**src/rtl/uart_tx_sequencer.sv**
```systemverilog
// UART transmit sequencer: replays a byte table into a UART transmitter,
// one byte per busy handshake, with a programmable idle gap between bytes.
module uart_tx_sequencer #(
    parameter int DATA_W = 8,
    parameter int DEPTH  = 16,
    parameter int GAP_W  = 22
) (
    input  logic                     clk,
    input  logic                     i_reset_n,
    input  logic                     i_wr_en,
    input  logic [$clog2(DEPTH)-1:0] i_wr_addr,
    input  logic [DATA_W-1:0]        i_wr_data,
    input  logic [$clog2(DEPTH):0]   i_len,
    input  logic [GAP_W-1:0]         i_gap,
    input  logic                     i_loop,
    input  logic                     i_start,
    input  logic                     i_stop,
    input  logic                     i_busy,
    output logic [DATA_W-1:0]        o_data,
    output logic                     o_valid,
    output logic                     o_active,
    output logic [$clog2(DEPTH)-1:0] o_index,
    output logic                     o_done
);

    localparam int IW = $clog2(DEPTH);
    localparam int LW = IW + 1;
    localparam logic [LW-1:0] DEPTH_L = LW'(DEPTH);

    typedef enum logic [2:0] {
        S_IDLE,
        S_SEND,
        S_WAIT_ACK,
        S_WAIT_TX,
        S_GAP
    } state_t;

    logic [DATA_W-1:0] r_table [DEPTH];

    state_t            r_state;
    logic [IW-1:0]     r_index;
    logic [LW-1:0]     r_len;
    logic [GAP_W-1:0]  r_gap;
    logic              r_loop;
    logic [GAP_W-1:0]  r_gap_cnt;
    logic              r_stop_pend;
    logic [DATA_W-1:0] r_data;
    logic              r_done;

    state_t            w_state_nx;
    logic [IW-1:0]     w_index_nx;
    logic [LW-1:0]     w_len_nx;
    logic [GAP_W-1:0]  w_gap_nx;
    logic              w_loop_nx;
    logic [GAP_W-1:0]  w_gap_cnt_nx;
    logic              w_stop_nx;
    logic [DATA_W-1:0] w_data_nx;
    logic              w_done_nx;
    logic              w_valid;
    logic              w_last;
    logic [IW-1:0]     w_index_adv;
    logic [LW-1:0]     w_len_clamp;
    logic [DATA_W-1:0] w_rd_data;

    assign w_rd_data   = r_table[r_index];
    assign w_last      = ({1'b0, r_index} == (r_len - 1'b1));
    assign w_index_adv = (w_last && r_loop) ? '0 : r_index + 1'b1;
    assign w_len_clamp = (i_len > DEPTH_L) ? DEPTH_L : i_len;

    // Table write port, live in every state; contents survive reset.
    always_ff @(posedge clk) begin
        if (i_wr_en) begin
            r_table[i_wr_addr] <= i_wr_data;
        end
    end

    // State and datapath registers.
    always_ff @(posedge clk or negedge i_reset_n) begin
        if (!i_reset_n) begin
            r_state     <= S_IDLE;
            r_index     <= '0;
            r_len       <= '0;
            r_gap       <= '0;
            r_loop      <= 1'b0;
            r_gap_cnt   <= '0;
            r_stop_pend <= 1'b0;
            r_data      <= '0;
            r_done      <= 1'b0;
        end else begin
            r_state     <= w_state_nx;
            r_index     <= w_index_nx;
            r_len       <= w_len_nx;
            r_gap       <= w_gap_nx;
            r_loop      <= w_loop_nx;
            r_gap_cnt   <= w_gap_cnt_nx;
            r_stop_pend <= w_stop_nx;
            r_data      <= w_data_nx;
            r_done      <= w_done_nx;
        end
    end

    // Next-state and strobe logic; the strobe is gated by live i_busy
    // so it can never fire while the transmitter is occupied.
    always_comb begin
        w_state_nx   = r_state;
        w_index_nx   = r_index;
        w_len_nx     = r_len;
        w_gap_nx     = r_gap;
        w_loop_nx    = r_loop;
        w_gap_cnt_nx = r_gap_cnt;
        w_stop_nx    = r_stop_pend;
        w_data_nx    = r_data;
        w_done_nx    = 1'b0;
        w_valid      = 1'b0;
        unique case (r_state)
            S_IDLE: begin
                if (i_start) begin
                    if (i_len != '0) begin
                        w_len_nx   = w_len_clamp;
                        w_gap_nx   = i_gap;
                        w_loop_nx  = i_loop;
                        w_index_nx = '0;
                        w_stop_nx  = 1'b0;
                        w_state_nx = S_SEND;
                    end else begin
                        w_done_nx  = 1'b1;
                    end
                end
            end
            S_SEND: begin
                if (i_stop) begin
                    w_state_nx = S_IDLE;
                    w_done_nx  = 1'b1;
                end else if (!i_busy) begin
                    w_valid    = 1'b1;
                    w_data_nx  = w_rd_data;
                    w_state_nx = S_WAIT_ACK;
                end
            end
            S_WAIT_ACK: begin
                if (i_stop) begin
                    w_stop_nx = 1'b1;
                end
                if (i_busy) begin
                    w_state_nx = S_WAIT_TX;
                end
            end
            S_WAIT_TX: begin
                if (!i_busy) begin
                    if (r_stop_pend || i_stop || (w_last && !r_loop)) begin
                        w_state_nx = S_IDLE;
                        w_done_nx  = 1'b1;
                        w_stop_nx  = 1'b0;
                    end else if (r_gap == '0) begin
                        w_index_nx = w_index_adv;
                        w_state_nx = S_SEND;
                    end else begin
                        w_gap_cnt_nx = r_gap;
                        w_state_nx   = S_GAP;
                    end
                end else if (i_stop) begin
                    w_stop_nx = 1'b1;
                end
            end
            S_GAP: begin
                if (i_stop) begin
                    w_gap_cnt_nx = '0;
                    w_state_nx   = S_IDLE;
                    w_done_nx    = 1'b1;
                end else if (r_gap_cnt <= GAP_W'(1)) begin
                    w_gap_cnt_nx = '0;
                    w_index_nx   = w_index_adv;
                    w_state_nx   = S_SEND;
                end else begin
                    w_gap_cnt_nx = r_gap_cnt - 1'b1;
                end
            end
            default: begin
                w_state_nx = S_IDLE;
            end
        endcase
    end

    assign o_valid  = w_valid;
    assign o_data   = w_valid ? w_rd_data : r_data;
    assign o_active = (r_state != S_IDLE);
    assign o_index  = r_index;
    assign o_done   = r_done;

endmodule
```
**config.mk**
```make
export PLATFORM = sky130hd
export DESIGN_NAME = uart_tx_sequencer
export DESIGN_NICKNAME = d
export VERILOG_FILES = /design/src/rtl/uart_tx_sequencer.sv
export SDC_FILE = /design/constraint.sdc
export NUM_CORES = 1
export LEC_CHECK = 0
export ABC_CLOCK_PERIOD_IN_PS = 4400
export BUFFER_PORTS_ARGS = -buffer_cell sky130_fd_sc_hd__buf_2
export CAP_MARGIN = 20
export CORE_MARGIN = 8
export CORE_UTILIZATION = 25
export DETAILED_ROUTE_END_ITERATION = 6
export REMOVE_ABC_BUFFERS = 1
export SETUP_SLACK_MARGIN = 0.1
export SYNTH_ARGS = -nofsm -noshare
export SYNTH_HDL_FRONTEND = slang
export SYNTH_SLANG_ARGS = --single-unit
```
**constraint.sdc**
```tcl
create_clock -name clk -period 4.4 [get_ports clk]
set_input_delay 1.1 -clock clk [delete_from_list [all_inputs] [get_ports clk]]
set_output_delay 1.1 -clock clk [all_outputs]
set_load 0.005 [all_outputs]
```
== After elaboration in Yosys (flattened, before gate mapping) ==
Memory sizes are Yosys's and may differ from the RTL's.
Index checks and enable logic that the tools add are counted.

* Register bits after elaboration: 67
* Bits of input ports: 46
* Memories: 1
* Memory bits (writable): 128
* Logic and storage cells: 98

{| class="wikitable"
|+ Memory list
! name !! depth !! width !! rd ports !! clocked after Yosys merged registers in !! wr ports !! RTL line !! text
|-
| r_table || 16 || 8 || 1 || 0 || 1 || 38 || <nowiki>logic [DATA_W-1:0] r_table [DEPTH];</nowiki>
|}

* Eq/ne operators: 17
* Magnitude comparators: 2
* Bitwise operators: 2
* Add/subtract/negate cells: 3
* Muxes and demuxes: 45
* Reductions and logical operators: 19

{| class="wikitable"
|+ Operators with widths
! kind !! count
|-
| 2-to-1 mux 22 bit || 5
|-
| case mux 22 bit (2 select lines) || 1
|-
| 2-to-1 mux 4 bit || 8
|-
| 2-to-1 mux 3 bit || 10
|-
| less-or-equal comparator 22 x 1 -> 1 bit (second input constant) || 1
|-
| logical NOT 22 bit || 1
|-
| subtractor 22 x 1 -> 22 bit (second input constant) || 1
|-
| inequality test 2 bit (second input constant) || 9
|-
| 2-to-1 mux 1 bit || 15
|-
| case mux 3 bit (5 select lines) || 1
|-
| case mux 4 bit (3 select lines) || 1
|-
| inequality test 3 bit (second input constant) || 3
|-
| nonzero test 3 bit || 3
|-
| 2-to-1 mux 8 bit || 1
|-
| AND reduction 4 bit || 2
|-
| AND reduction 8 bit || 1
|-
| equality test 3 x 2 -> 1 bit (second input constant) || 2
|-
| case mux 1 bit (3 select lines) || 2
|-
| AND reduction 3 bit || 2
|-
| AND reduction 6 bit || 1
|-
| equality test 4 x 5 -> 1 bit || 1
|-
| > comparator 5 bit (second input constant) || 1
|-
| 2-to-1 mux 5 bit || 1
|-
| nonzero test 5 bit || 1
|-
| 11 further kinds || 14
|}

== Depth between registers and ports, before layout ==
* Depth after elaboration: 8
* Depth in mapped cells: 9

== Worst setup path after synthesis ==
OpenSTA, ideal clock, no wires.

* Path kind: register to output
* Start point: reg r_index[0] (netlist: o_index[0])
* End point: out o_data[7]
* Required time: 3300 ps
* Setup slack: 674 ps
* Arrival time: 2626 ps
* Stages on the path, launching flop included: 6
* Cells stage by stage: dfrtp_1 clkbuf_1 buf_1 mux4_2 mux4_2 mux2_2

* Longest elaborated chain between the ends: 2

{| class="wikitable"
|+ RTL lines
! item !! RTL line !! text
|-
| start: declaration || 41 || <nowiki>logic [IW-1:0] r_index;</nowiki>
|-
| start signal: assignment || 91 || <nowiki>r_index <= w_index_nx;</nowiki>
|-
| memory read (16 x 8 bit) || - ||
|-
| 2-to-1 mux 8 bit || 185 || <nowiki>assign o_data = w_valid ? w_rd_data : r_data;</nowiki>
|-
| end: declaration || 19 || <nowiki>output logic [DATA_W-1:0] o_data,</nowiki>
|}

No other way between the ends.

== Worst setup path in the final report ==
* Start point: reg r_index[0] (netlist: o_index[0])
* End point: out o_data[0]

The elaborated chain is that of the path after synthesis.

==> impl_metrics.yaml <==
yosys:
  postSynth.asyncResetShare_pct: 34.4
  number_of_enable_flip_flop_cells_after_synthesis: 128
  yosysUniqueCellTypes: 58
  yosysWarnings: 0
  netlist_instances: 629
  post_synth_main_area_contributors: "edfxtp_1 44%, dfrtp_1 19%, mux4_2 10%"
  syn_avg_cell_area_um2: 13.8
  synth_seq_area_share_pct: 63.8
  syn_area_um2: 8650
  netlist.area_leader.share_pct: 44.4
  dominantRegCellSynth: "edfxtp_1"
  netlist.top_cell.by_area: "edfxtp_1"
  synth-seq-cells: 195
route:
  detail_route.iter0.violations: 541
  drtPass1Iterations: 5
  routed_wire_length_per_instance_um: 18.4
  ant_nets: 0
  routed_wirelength_um: 21300
  routed-via-count: 5562
  via_per_inst: 4.81
  drc_errors: 0
sta:
  setup-tns-final_ns: 0
  max_slew_margin_pct: 28.2
  post-route-period-util_pct: 92.4
  grt_setup_unrepaired: "false"
  fin_skew_ns: 0.0192
  clock.fmax_mhz: 246
  min_period_ns: 4.06
  slew_of_the_pin_with_the_lowest_slew_margin_ns: 1.07
  final_slew_viol_count: 0
  final-setup-viol-count: 0
  hold_viol: 0
layout:
  layout.cells.most_common_list: "128 x edfxtp_1, 89 x nand2_1, 66 x dfrtp_1, 59 x buf_2"
  antenna-diode-count: 0
  seq_area_um2: 5520
  multi_input_comb_area_um2: 2960
  area.growth.synth_to_final_pct: 17.4
  num-nets-final: 738
  drive_gt1_share_pct: 24.4
  layout_commonest_cell: "edfxtp_1"
  nFillCells: 3439
die:
  fp-row-count: 68
  die_area_um2: 40800
  core_region_area_um2: 34300
  fp.dieW_um: 202
  ioPinCount: 61
  floorplan.initialDensity_pct: 25.2
  die_y_um: 202
critical_path:
  worst-path-max-fanout: 21
  worstPathArrival_ns: 2.96
  critical_path.startpoint_type: "register"
  worst-endpoint-required_ns: 3.30
  timing.setup.critical_path_class: "reg2out"
  cp-end-kind: "output port"
pwr:
  total_leakage_power_nw: 3.63
  power.total_w: 0.00570
  vdd_ir_drop_max_v: 0.000285
  p_per_area_nw_per_um2: 561
worst_hold_path:
  worstHoldPathType: "reg2reg"
clocking:
  clkLatencyLatePin_ns: 0.44
  cts_inserted_buffers: 17
  post_cts_hold_buffer_count: 0
  tritoncts: "done"
  cts.repair_timing.setup_buffer_count: 0
  clockBufferDepth: 2
  numClockSinks: 195
  clock_transition_time_at_the_flip_flop_clock_pins_of_the_worst_setup_and_hold_paths_ns: 0.08
  htreeDepth: 4
  cts_root_buffer: "clkbuf_16"
  cts_resized: 0
place:
  io_buffer_count: 60
  place.gp.congestion: 0.778
  dpl.hpwl_um: 14400
global_routing:
  grt_remaining_overflow: 0
  grt_pass1_vias: 5680
  grt_max_degree: 68
  grt_antenna_before_repair: 1
  first_pass_grt_wire_length_um: 33700
  grtUsageTotal_pct: 10.6
run_status:
  outcome: "finished, final reports clean"
run:
  maxCapViolCount: 0
[cells in the mapped netlist (2+ instances only)]
| cell | instances |
|---|---|
| edfxtp_1 | 128 |
| nand2_1 | 89 |
| dfrtp_1 | 67 |
| nor2_1 | 41 |
| mux4_2 | 40 |
| clkbuf_1 | 25 |
| a21oi_1 | 23 |
| nor3_1 | 18 |
| o21ai_1 | 17 |
| o31ai_1 | 17 |
| o21ai_0 | 15 |
| inv_1 | 12 |
| nor4_1 | 12 |
| a22oi_1 | 10 |
| nand2b_1 | 9 |
| nand3_1 | 9 |
| mux2_2 | 8 |
| nand3b_1 | 7 |
| a32oi_1 | 6 |
| or3_1 | 5 |
| or4_1 | 5 |
| ha_1 | 4 |
| o22ai_1 | 4 |
| o31ai_2 | 4 |
| a211oi_1 | 3 |
| buf_1 | 3 |
| buf_6 | 3 |
| xnor2_1 | 3 |
| a21o_1 | 2 |
| a31oi_1 | 2 |
| a32o_1 | 2 |
| and2_1 | 2 |
| and3_1 | 2 |
| mux2i_1 | 2 |
| nor2b_1 | 2 |
| nor3b_1 | 2 |
| o211ai_1 | 2 |
| or2_2 | 2 |
| or4_4 | 2 |
| xor2_1 | 2 |
[worst max-delay path: stages (launching register included)]
cell	delay, ns
dfrtp_2	0.77
buf_4	0.34
mux4_2	0.54
mux4_2	0.47
mux2_2	0.28
buf_2	0.14
[kinds of logic (layout without fill, tap and decap cells)]
group,count (synthesis),in the layout,share of synthesized area [%]
buffers and inverters,44,116,2.18
multiplexers,50,50,11.7
XOR/XNOR,5,5,0.506
adder cells (fa/ha/maj),4,4,0.578
AND/OR/NAND/NOR,214,214,12.0
AO/OA/AOI/OAI,117,117,9.28
flip-flops,195,195,63.8
[metal layers]
metal,up-vias,global-route usage [%],routed length (um)
met5,-,0,8
met4,2,3.10,345
met3,33,3.22,1320
met2,174,16.5,10100
met1,2808,13.9,9570
li1,2545,-,-
[layout make-up]
cell class / instances / share of cell area (%)
Sequential cell: 195 / 54.4
Inverter: 12 / 0.444
Clock buffer: 17 / 4.19
Timing Repair Buffer: 72 / 4.23
Clock inverter: 15 / 2.07
Tap cell: 455 / 5.61
Multi-Input combinational cell: 390 / 29.1
[registers in the layout, indices dropped and copies added (netlist names)]
name	count
r_table	128
r_gap	22
r_gap_cnt	22
r_data	8
r_len	5
o_index	4
r_state	3
o_done	1
r_loop	1
r_stop_pend	1
[per-stage QoR]
stage	std cells	util, %	hold WS [ns]	worst slack (ns)	cell area (um2)
4_1_cts	1155	29.5	0.499	0.231	10100
3_5_place_dp	1123	27.7	0.480	0.559	9490
2_1_floorplan	597	-	0.458	0.422	8510
3_3_place_gp	1122	27.7	0.484	0.573	9480
5_1_grt	1156	29.6	0.518	0.147	10200
6_report	1156	29.6	0.497	0.336	10200
[power by group]
| part | switching [W] | internal, W | total, W | leakage [nW] |
|---|---|---|---|---|
| sequential | 0.000335 | 0.00225 | 0.00259 | 2.00 |
| combinational | 0.000821 | 0.000656 | 0.00148 | 1.32 |
| clock | 0.000842 | 0.000794 | 0.00164 | 0.301 |
| total | 0.00200 | 0.00370 | 0.00570 | 3.63 |
[final timing paths]
| path | from | slack [ns] | depth (start not counted) | to |
|---|---|---|---|---|
| max | o_index[0]$_DFFE_PN0P_ | 0.34 | 5 | o_data[0] |
| min | r_data[2]$_DFFE_PN0P_ | 0.50 | 1 | r_data[2]$_DFFE_PN0P_ |
| max reg2reg | o_index[2]$_DFFE_PN0P_ | 1.15 | 6 | r_gap_cnt[20]$_DFFE_PN0P_ |
| min reg2reg | r_data[2]$_DFFE_PN0P_ | 0.50 | 1 | r_data[2]$_DFFE_PN0P_ |
| max in group asynchronous | i_reset_n | 2.96 | 1 | o_index[0]$_DFFE_PN0P_ |
| min in group asynchronous | i_reset_n | 0.78 | 1 | r_gap[3]$_DFFE_PN0P_ |
Power figures use the tool's default switching activity.
